<file path="src/rtl/random_server.sv">
// random_server: round-robin arbitrated front end for a shared Fibonacci LFSR.
// Each grant hands out the current LFSR word for one cycle, then the LFSR
// advances one step. Seeding and all-zero recovery are handled internally.
module random_server #(
   parameter int               WIDTH = 3,
   parameter logic [WIDTH-1:0] TAPS  = 3'b101,
   parameter logic [WIDTH-1:0] SEED  = 3'b001,
   parameter int               N_REQ = 4
) (
   input  logic             clk,
   input  logic             reset,
   input  logic             seed_load,
   input  logic [WIDTH-1:0] seed,
   input  logic [N_REQ-1:0] req,
   output logic [N_REQ-1:0] grant,
   output logic             rand_valid,
   output logic [WIDTH-1:0] rand_data,
   output logic             busy
);

   localparam int               PTR_W    = $clog2(N_REQ);
   localparam logic [PTR_W:0]   N_REQ_L  = (PTR_W+1)'(N_REQ);
   localparam logic [PTR_W-1:0] LAST_IDX = PTR_W'(N_REQ - 1);

   typedef enum logic [1:0] {
      ST_IDLE  = 2'b00,
      ST_GRANT = 2'b01,
      ST_WAIT  = 2'b10
   } state_t;

   // One Fibonacci step: shift left, feedback from the tapped bits.
   function automatic logic [WIDTH-1:0] f_lfsr_step(input logic [WIDTH-1:0] v);
      return {v[WIDTH-2:0], ^(v & TAPS)};
   endfunction

   state_t             r_state, w_state_next;
   logic [WIDTH-1:0]   r_lfsr, w_lfsr_next;
   logic [PTR_W-1:0]   r_rr_ptr, w_rr_ptr_next;
   logic [PTR_W-1:0]   r_owner, w_owner_next;
   logic [N_REQ-1:0]   r_grant, w_grant_next;
   logic               r_valid, w_valid_next;
   logic [WIDTH-1:0]   r_data, w_data_next;
   logic               r_busy;
   logic               w_found;
   logic [PTR_W-1:0]   w_winner;

   // Round-robin search: first requester at or above rr_ptr, wrapping.
   always_comb begin
      logic [PTR_W:0] idx;
      w_found  = 1'b0;
      w_winner = '0;
      idx      = '0;
      for (int i = 0; i < N_REQ; i++) begin
         idx = {1'b0, r_rr_ptr} + (PTR_W+1)'(i);
         if (idx >= N_REQ_L) begin
            idx = idx - N_REQ_L;
         end else begin
            idx = idx;
         end
         if (!w_found && req[idx[PTR_W-1:0]]) begin
            w_found  = 1'b1;
            w_winner = idx[PTR_W-1:0];
         end else begin
            w_found  = w_found;
         end
      end
   end

   // Next-state, next-output and LFSR update decisions.
   always_comb begin
      w_state_next  = r_state;
      w_rr_ptr_next = r_rr_ptr;
      w_owner_next  = r_owner;
      w_grant_next  = '0;
      w_valid_next  = 1'b0;
      w_data_next   = '0;
      w_lfsr_next   = r_lfsr;

      case (r_state)
         ST_IDLE: begin
            if (w_found) begin
               w_state_next = ST_GRANT;
               w_grant_next = {{(N_REQ-1){1'b0}}, 1'b1} << w_winner;
               w_valid_next = 1'b1;
               w_data_next  = r_lfsr;
               w_owner_next = w_winner;
            end else begin
               w_state_next = ST_IDLE;
            end
         end
         ST_GRANT: begin
            w_lfsr_next   = f_lfsr_step(r_lfsr);
            w_rr_ptr_next = (r_owner == LAST_IDX) ? '0 : r_owner + PTR_W'(1);
            if (req[r_owner]) begin
               w_state_next = ST_WAIT;
            end else begin
               w_state_next = ST_IDLE;
            end
         end
         ST_WAIT: begin
            if (req[r_owner]) begin
               w_state_next = ST_WAIT;
            end else begin
               w_state_next = ST_IDLE;
            end
         end
         default: begin
            w_state_next = ST_IDLE;
         end
      endcase

      // Seed load beats the grant advance; a zero seed maps to SEED.
      if (seed_load) begin
         w_lfsr_next = (seed == '0) ? SEED : seed;
      end else if (r_lfsr == '0) begin
         w_lfsr_next = SEED;
      end else begin
         w_lfsr_next = w_lfsr_next;
      end
   end

   // State, LFSR, pointer and registered outputs.
   always_ff @(posedge clk or negedge reset) begin
      if (!reset) begin
         r_state  <= ST_IDLE;
         r_lfsr   <= SEED;
         r_rr_ptr <= '0;
         r_owner  <= '0;
         r_grant  <= '0;
         r_valid  <= 1'b0;
         r_data   <= '0;
         r_busy   <= 1'b0;
      end else begin
         r_state  <= w_state_next;
         r_lfsr   <= w_lfsr_next;
         r_rr_ptr <= w_rr_ptr_next;
         r_owner  <= w_owner_next;
         r_grant  <= w_grant_next;
         r_valid  <= w_valid_next;
         r_data   <= w_data_next;
         r_busy   <= (w_state_next != ST_IDLE);
      end
   end

   assign grant      = r_grant;
   assign rand_valid = r_valid;
   assign rand_data  = r_data;
   assign busy       = r_busy;

endmodule

</file>
<file path="config.mk">
export PLATFORM = sky130hd
export DESIGN_NAME = random_server
export DESIGN_NICKNAME = d
export VERILOG_FILES = /design/src/rtl/random_server.sv
export SDC_FILE = /design/constraint.sdc
export NUM_CORES = 1
export LEC_CHECK = 0
export ABC_AREA = 0
export CAP_MARGIN = 10
export CORE_UTILIZATION = 43
export DETAILED_ROUTE_END_ITERATION = 16
export PLACE_DENSITY_LB_ADDON = 0.3
export REMOVE_ABC_BUFFERS = 1
export SYNTH_ARGS = -nofsm -noshare
export SYNTH_HDL_FRONTEND = slang
export SYNTH_SLANG_ARGS = --single-unit
</file>
<file path="constraint.sdc">
create_clock -name clk -period 1.2 [get_ports clk]
set_input_delay 0.24 -clock clk [delete_from_list [all_inputs] [get_ports clk]]
set_output_delay 0.24 -clock clk [all_outputs]
set_load 0.005 [all_outputs]
</file>
# [Word level (Yosys, flattened, before mapping)]
# Cells that the tools add are included.
[totals] register_bits=18 inputBits=10 out_inout_bits=9 elab_cells=79
[op_classes] add_sub_neg=8 order_cmp=9 n_eq_ne=3 shift=1 mux=36 n_reduce_logical=14
[ops] op="2-bit 2-to-1 mux" n=10
[ops] op="3-bit 2-to-1 mux" n=6
[ops] op="2-bit by 3-bit < comparator with 1-bit output (second input constant)" n=5
[ops] op="1-bit 2-to-1 mux" n=12
[ops] op="1-bit binary-select mux with 2-bit select" n=5
[ops] op="3-bit greater-or-equal comparator (second input constant)" n=3
[ops] op="4-bit 2-to-1 mux" n=2
[ops] op="2-bit by 1-bit subtractor with 2-bit output (second input constant)" n=4
[ops] op="2-bit by 2-bit adder with 3-bit output (second input constant)" n=2
[ops] op="3-bit zero test" n=2
[ops] op="2-bit == test (second input constant)" n=2
[ops] op="2-bit case mux with 2 select lines" n=1
[ops] op="1-bit by 2-bit << shifter with 4-bit output (first input constant)" n=1
[ops] op="2-bit by 1-bit adder with 3-bit output (second input constant)" n=1
[ops] op="2-bit by 3-bit greater-or-equal comparator with 1-bit output (second input constant)" n=1
[ops] op="1-bit logical AND" n=3
[ops] op="1-bit zero test" n=3
[ops] op="3-bit nonzero test" n=1
[ops] op="3-bit XOR reduction" n=1
[ops] op="2-bit by 1-bit adder with 2-bit output (second input constant)" n=1
[ops] op="2-bit by 1-bit == test with 1-bit output (second input constant)" n=1
[ops] op="2-bit zero test" n=1
[ops] op="2-bit AND reduction" n=1
[ops] op="2-bit nonzero test" n=1
[ops] op="2-bit OR reduction" n=1

# [Logic depth before layout (Yosys ltp)]
# Gate-level depths: netlist of the first run.
[logic_depth] word_depth=17 mapped_depth=6 mapped_depth_nobuf=5

# [Worst setup path before layout of the first run]
# No wires, ideal clock.
[synth_timing] path_kind="reg-to-reg" start="reg r_owner[0]" end="reg r_busy (netlist: busy)" t_arrival_ns=1.240 t_required_ns=1.076 setup_slack_ns=-0.165 stages_incl_launch_ff=4 n_path_buf=0 period_less_slack_ns=1.365 path_cell_list="dfrtp_1 mux4_2 and2_4 or2_1"
[synth_between] elab_chain_len=5
[synth_rtl] item="start: declaration" line="39" rtl="logic [PTR_W-1:0] r_owner, w_owner_next;"
[synth_rtl] item="start signal: assignment" line="137" rtl="r_owner <= w_owner_next;"
[synth_rtl] item="1-bit binary-select mux with 2-bit select" line="94, 101"
[synth_rtl] item="1-bit 2-to-1 mux (not written as such)" line="94, 101"
[synth_rtl] item="2-bit 2-to-1 mux" line="94, 101"
[synth_rtl] item="2-bit case mux with 2 select lines" line="79" rtl="case (r_state)"
[synth_rtl] item="named net w_state_next[1]" line="36" rtl="state_t r_state, w_state_next;"
[synth_rtl] item="2-bit nonzero test" line="141" rtl="r_busy <= (w_state_next != ST_IDLE);"
[synth_rtl] item="end signal: assignment" line="141"
[synth_rtl] item="end: declaration" line="43" rtl="logic r_busy;"
# The timed path passes the listed nets, and every way through them passes these cells. The select of a mux whose other input is x is not followed.
# A chain may end at the register's enable or synchronous reset.

# [Worst setup path after layout of the first run]
# Ends and elaborated chain as after synthesis.

==> run metrics, run 1 <==
status complete, but fails checks; failing checks setup timing; Clock Sinks 18; synthesized area between 800 and 900 sq um; Site Rows 15; Routed Antenna Nets 0; Total Routed Length 1761 um; delay of the slowest critical-path stage 500 ps; library cells used by synthesis 28; internal power about 1.9 mW; share of cells above drive strength 1 39.64%; max-cap viol count 0; cts hold-fix bufs 0; final slew viol count 0; effective utilization at floorplan 46.74%; Finished Cell Area 0.001301 sq mm; fin nets 126; Least-Margin Pin Slew 413.4 ps; die footprint 0.002097 sq mm; Vias/cell 4.963; Post-Place Setup Slack -521.5 ps; Clk pwr share 12.4%; CTS tree done; Avg Synthesized Cell Area approximately 11 sq um; CTS Root Cell clkbuf_4; Seq cells post-synth 18; largest net degree at the start of global routing 19; prevailing post-synth register cell dfrtp_1; most common cell in the netlist dfrtp_1; final setup violation count 5; global-route wire length before repair 2663 um; Port Buffers 18; sequential share of power 34.2%; Synth async-reset ratio between 90% and 100%; Hold Crit Class input pin to async pin; GRT Resource Usage Total between 10% and 20%; largest area contributor in the netlist dfrtp_1; 1st-pass router iterations 4; 1st-iter DRT viols 3; Comb power frac a little over half; Hold Vio Cnt, Final 0; Area Growth Syn to Fin 57.82%; CTS H-tree lvls 1; Peak VDD IR 0.001363 V; Synth area leaders dfrtp_1, ha_1, o21ai_0; CP cell instances mux4_2 > and2_4 > or2_1; CTS max path bufs 2; vias in the first global route 644; Die Ht 45.79 um; fin crit period 1369 ps; post-synthesis cell count 73; Reg clk slew, reported paths 100 ps; Post-synth EDFFs 0; Worst slew margin 72.35%; GRT overflow 0; area of the core 0.001764 sq mm; Clock Latency Late Sink 290 ps; initial antenna violation count 0; skew final 4.440 ps; Ports 19; crit start category flip-flop; routed wire length per instance 12.95 um; Post-synth top cells dfrtp_1, inv_1, nor2_1, o21ai_0, nand2_1; Net Sw Frac 34.26%; detailed-route via count 675; ant diodes 0; CP Capture Type flip-flop; Seq/Total Area, Yosys 54.78%; Final Cycle Share 114.1%; Worst EP arrival approximately 1600 ps; Net Sw Power 1.016 mW; Pwr Density 2279 mW/mm^2; Required @ worst endpoint 1380 ps; setup tns final -235.4 ps; share of the synthesized area in the top cell type 51.59%; Worst Path Max Fanout 2; clock buffer count from CTS 3; fmax 730.4 MHz; critical path class flip-flop to flip-flop; die extent in x 45.79 um; placer's final routability congestion estimate just under 0.7; slowest CP cell mux4_2; yosys warns 0; RSZ-0062 raised after global routing yes; dpl hpwl between 1000 and 1500 um; drt drc 0; Leak 0.6184 nW; DP Area 0.001147 sq mm; Worst Slack Setup Final -169.1 ps
-- kinds of logic after synthesis --
logic type	share of synthesized area, %
multiplexers	6.525
AO/OA/AOI/OAI	14.57
AND/OR/NAND/NOR	13.81
flip-flops	54.78
adder cells (fa/ha/maj)	6.070
buffers and inverters	4.248
-- worst paths after layout --
kind,depth (start not counted),to,slack [ps],startpoint
max,3,busy$_DFF_PN0_,-170,r_owner[0]$_DFFE_PN0P_
min,2,r_state[1]$_DFF_PN0_,270,reset
min in group clk,3,rand_valid$_DFF_PN0_,500,req[3]
min reg2reg,2,r_lfsr[0]$_DFFE_PN1P_,530,r_lfsr[0]$_DFFE_PN1P_
max in group asynchronous,2,r_lfsr[0]$_DFFE_PN1P_,680,reset
max reg2reg,3,busy$_DFF_PN0_,-170,r_owner[0]$_DFFE_PN0P_
-- metal layers --
| metal | track usage (%) | wire length (um) | vias up | share of wire (%) |
|---|---|---|---|---|
| li1 | - | - | 327 | - |
| met1 | 20.51 | 739 | 329 | 42 |
| met3 | 3.571 | 53 | 4 | 3.0 |
| met4 | 10.59 | 41 | 0 | 2.3 |
| met2 | 33.71 | 928 | 15 | 53 |
| met5 | 0 | 0 | - | 0 |
-- power by group through the flow --
stage               registers [mW]  clock network (mW)  logic, mW
finish                        1.01               0.367       1.59
global route                  1.04               0.400       1.75
CTS                          0.991               0.379       1.33
detailed placement            1.00                   0       1.30
global placement             0.993                   0       1.26
floorplan                     1.01                   0      0.574
-- per-stage QoR --
step | instances | hold WS, ps | power, mW | utilization, %
final | 136 | 268.9 | 2.966 | 73.76
after global routing | 136 | 286.9 | 3.192 | 73.76
after CTS | 134 | 257.0 | 2.698 | 68.94
after detailed placement | 130 | 515.5 | 2.302 | 65.04
after global placement | 130 | 501.5 | 2.256 | 65.04
after floorplan | 71 | -55.59 | 1.585 | -
-- state kept, by name (all words and copies together) (netlist names) --
| register | flops |
|---|---|
| rand_data | 3 |
| r_rr_ptr | 2 |
| rand_valid | 1 |
| grant | 4 |
| r_state | 2 |
| busy | 1 |
| r_owner | 2 |
| r_lfsr | 3 |
-- placed cells by master (no fill, tap or decap), types with 3 or more instances in the layout --
cell type,synthesis,routed
o21ai_0,6,3
dfrtp_1,17,17
nand2_1,5,3
dlygate4sd2_1,0,10
buf_4,0,17
inv_1,7,4
clkdlybuf4s15_1,0,3
ha_4,0,3
nor2_1,6,6
clkbuf_4,0,3
inv_2,0,3
clkdlybuf4s50_1,0,5
-- layout make-up --
type	count	area [sq um]
Multi-Input combinational cell	46	449.2
Inverter	7	26.28
Timing Repair Buffer	36	306.5
Clock buffer	4	36.28
Tap cell	25	31.28
Fill cell	140	462.9
Sequential cell	18	451.7
-- what timing repair did --
item / in CTS / in global routing
setup buffers: 2 / 2
endpoints found under the setup margin: 24 / 13
gates resized for setup: 22 / 19
pin swaps: 4 / 5
-- worst max-delay path: cells and delay by family (launching register included) --
| family | cells | cell delay [ps] |
|---|---|---|
| AND/OR/NAND/NOR | 2 | 380 |
| multiplexers | 1 | 500 |
| flip-flops | 1 | 380 |
No activity file was read; power rests on OpenSTA's default activity.
==> run 2: changes to the inputs <==
Settings changed: ABC_CLOCK_PERIOD_IN_PS set to 1200.
==> results of run 2 <==
No change in the layout: final DEF, timing and power equal those of run 1.
==> run 3: changes to the inputs <==
Settings changed: CORE_UTILIZATION 43 to 28, PLACE_DENSITY_LB_ADDON 0.3 to not set.
==> run 3 against run 2 <==
Effect of this change:
- the run still ends with setup timing left
- die area increased by 51%
- critical path depth unchanged
- register-to-register slack better by 20 ps
- final area down 1.8%
- total power fell by 5.4%
- global-route usage is 6.2 points lower
- setup slack gained 21 ps
- sequential power hardly changed
- clock power down 3%
- first-iteration DRC count rose by 33%
- critical path type unchanged
- highest routed layer unchanged
==> run metrics, run 3 (same netlist as run 1, synthesis figures left out) <==
fin crit period 1348 ps (was 1369 ps); Worst Slack Setup Final -148.3 ps (was -169.1 ps); placer's final routability congestion estimate 0.7696 (was 0.6944); fmax 741.7 MHz (was 730.4 MHz); vias in the first global route 653 (was 644); CTS Root Cell clkbuf_4 (unchanged); max reg flops 4 (unchanged); Ports 19 (unchanged); commonest non-fill, non-tap cell in the layout buf_4; 1st-iter DRT viols 4 (was 3); total chip power 2.805 mW (was 2.966 mW); share of cells above drive strength 1 36.36% (was 39.64%); largest net degree at the start of global routing 14 (was 19); skew final 0.9741 ps (was 4.440 ps); Worst Path Max Fanout 2 (unchanged); Site Rows 19 (was 15); die footprint 0.003166 sq mm (was 0.002097 sq mm); GRT overflow 0 (unchanged); Worst slew margin 75.85% (was 72.35%); effective utilization at floorplan 29.64% (was 46.74%); count of non-filler cells in the finished layout 141 (was 136); Final Cycle Share 112.4% (was 114.1%); Clock Latency Late Sink 280 ps (was 290 ps); die extent in x 56.27 um (was 45.79 um); GRT Resource Usage Total 12.56% (was 18.80%); area of the core 0.002781 sq mm (was 0.001764 sq mm); critical path class flip-flop to flip-flop (unchanged); Port Buffers 18 (unchanged); crit start category flip-flop (unchanged); Required @ worst endpoint 1380 ps (about the same); dpl hpwl 1276 um (was 1167 um); final slew viol count 0 (unchanged); most frequent cells in the layout buf_4, dfrtp_1, dlygate4sd2_1 (was dfrtp_1, buf_4, dlygate4sd2_1); detailed-route via count 657 (was 675); postcts setup bufs 0 (was 2); Area Growth Syn to Fin 54.93% (was 57.82%); status complete, but fails checks (unchanged); CP Capture Type flip-flop (unchanged); final setup violation count 3 (was 5); Worst EP arrival 1520 ps (was 1550 ps); clock buffer count from CTS 3 (unchanged); global-route wire length before repair 3063 um (was 2663 um); CTS tree done (unchanged); max-cap viol count 0 (unchanged); ant diodes 0 (unchanged); Total Routed Length 1778 um (was 1761 um); setup tns final -202.8 ps (was -235.4 ps); failing checks setup timing (unchanged); routed wire length per instance 12.61 um (was 12.95 um); CTS max path bufs 2 (unchanged); 1st-pass router iterations 2 (was 4); fin nets 125 (was 126); Vias/cell 4.660 (was 4.963); initial antenna violation count 0 (unchanged); Clock Sinks 18 (unchanged); Reg clk slew, reported paths 100 ps (about the same); DP Cell Count 138 (was 130); Leak 0.6092 nW (was 0.6184 nW); Peak VDD IR 0.001100 V (was 0.001363 V); RSZ-0062 raised after global routing yes (unchanged); Die Ht 56.27 um (was 45.79 um); drt drc 0 (unchanged); CTS H-tree lvls 1 (unchanged); Hold Vio Cnt, Final 0 (unchanged); Routed Antenna Nets 0 (unchanged); Pwr Density 2196 mW/mm^2 (was 2279 mW/mm^2); Least-Margin Pin Slew 361.0 ps (was 413.4 ps); Hold Crit Class input pin to async pin (unchanged)
[run 3: cell count changes in the layout (fill, tap and decap cells not counted), sizes merged]
cell,delta
buf,-1
[run 3: routing by layer]
metal | track usage (%) | part of all wire (%)
met5 | 0 | 0
met4 | 5.226 | 1.6
met3 | 2.304 | 4.4
met2 | 19.90 | 48
met1 | 16.94 | 46
[run 3: what timing repair did]
item,in CTS,in global routing
pin swaps,4,3
hold buffers,0,0
resized for setup,26,13
setup endpoints to repair,25,13
[run 3: area by class of cell]
class | instances | area [sq um]
inverter | 7 | 26.28
multi-input combinational | 46 | 422.9
timing repair buffer | 35 | 299.0
clock buffer | 4 | 36.28
sequential | 18 | 454.2
fill | 262 | 1504
tap | 31 | 38.79
[run 3: final timing paths]
check / from / slack (ps) / cells after the start / endpoint
worst max-delay path: r_owner[0]$_DFFE_PN0P_ / -150 / 3 / busy$_DFF_PN0_
worst min-delay path: reset / 290 / 2 / r_state[0]$_DFF_PN0_
worst max register to register: r_owner[0]$_DFFE_PN0P_ / -150 / 3 / busy$_DFF_PN0_
worst min register to register: r_lfsr[0]$_DFFE_PN1P_ / 520 / 2 / r_lfsr[0]$_DFFE_PN1P_
max in group asynchronous: reset / 700 / 2 / r_rr_ptr[1]$_DFFE_PN0P_
min in group clk: seed[1] / 520 / 3 / r_lfsr[1]$_DFFE_PN0P_
[run 3: per-stage QoR]
stage	utilization (%)	hold slack [ps]	setup slack [ps]	area (sq um)
after CTS	44.44	272.9	-151.7	1236
after floorplan	-	-55.59	-164.6	815.8
after detailed placement	42.06	504.0	-493.6	1170
after global routing	45.93	290.0	-180.7	1277
after global placement	42.06	502.6	-489.4	1170
final	45.93	287.7	-148.3	1277
[run 3: worst max-delay path, stage by stage (launching register included)]
cell and delay [ps]:
dfrtp_1 390, mux4_2 510, and2_4 150, or2_1 200
[run 3: where the power goes]
part	switching, mW	total [mW]	internal (mW)
logic	0.613	1.42	0.811
clock network	0.171	0.355	0.184
registers	0.157	1.03	0.869
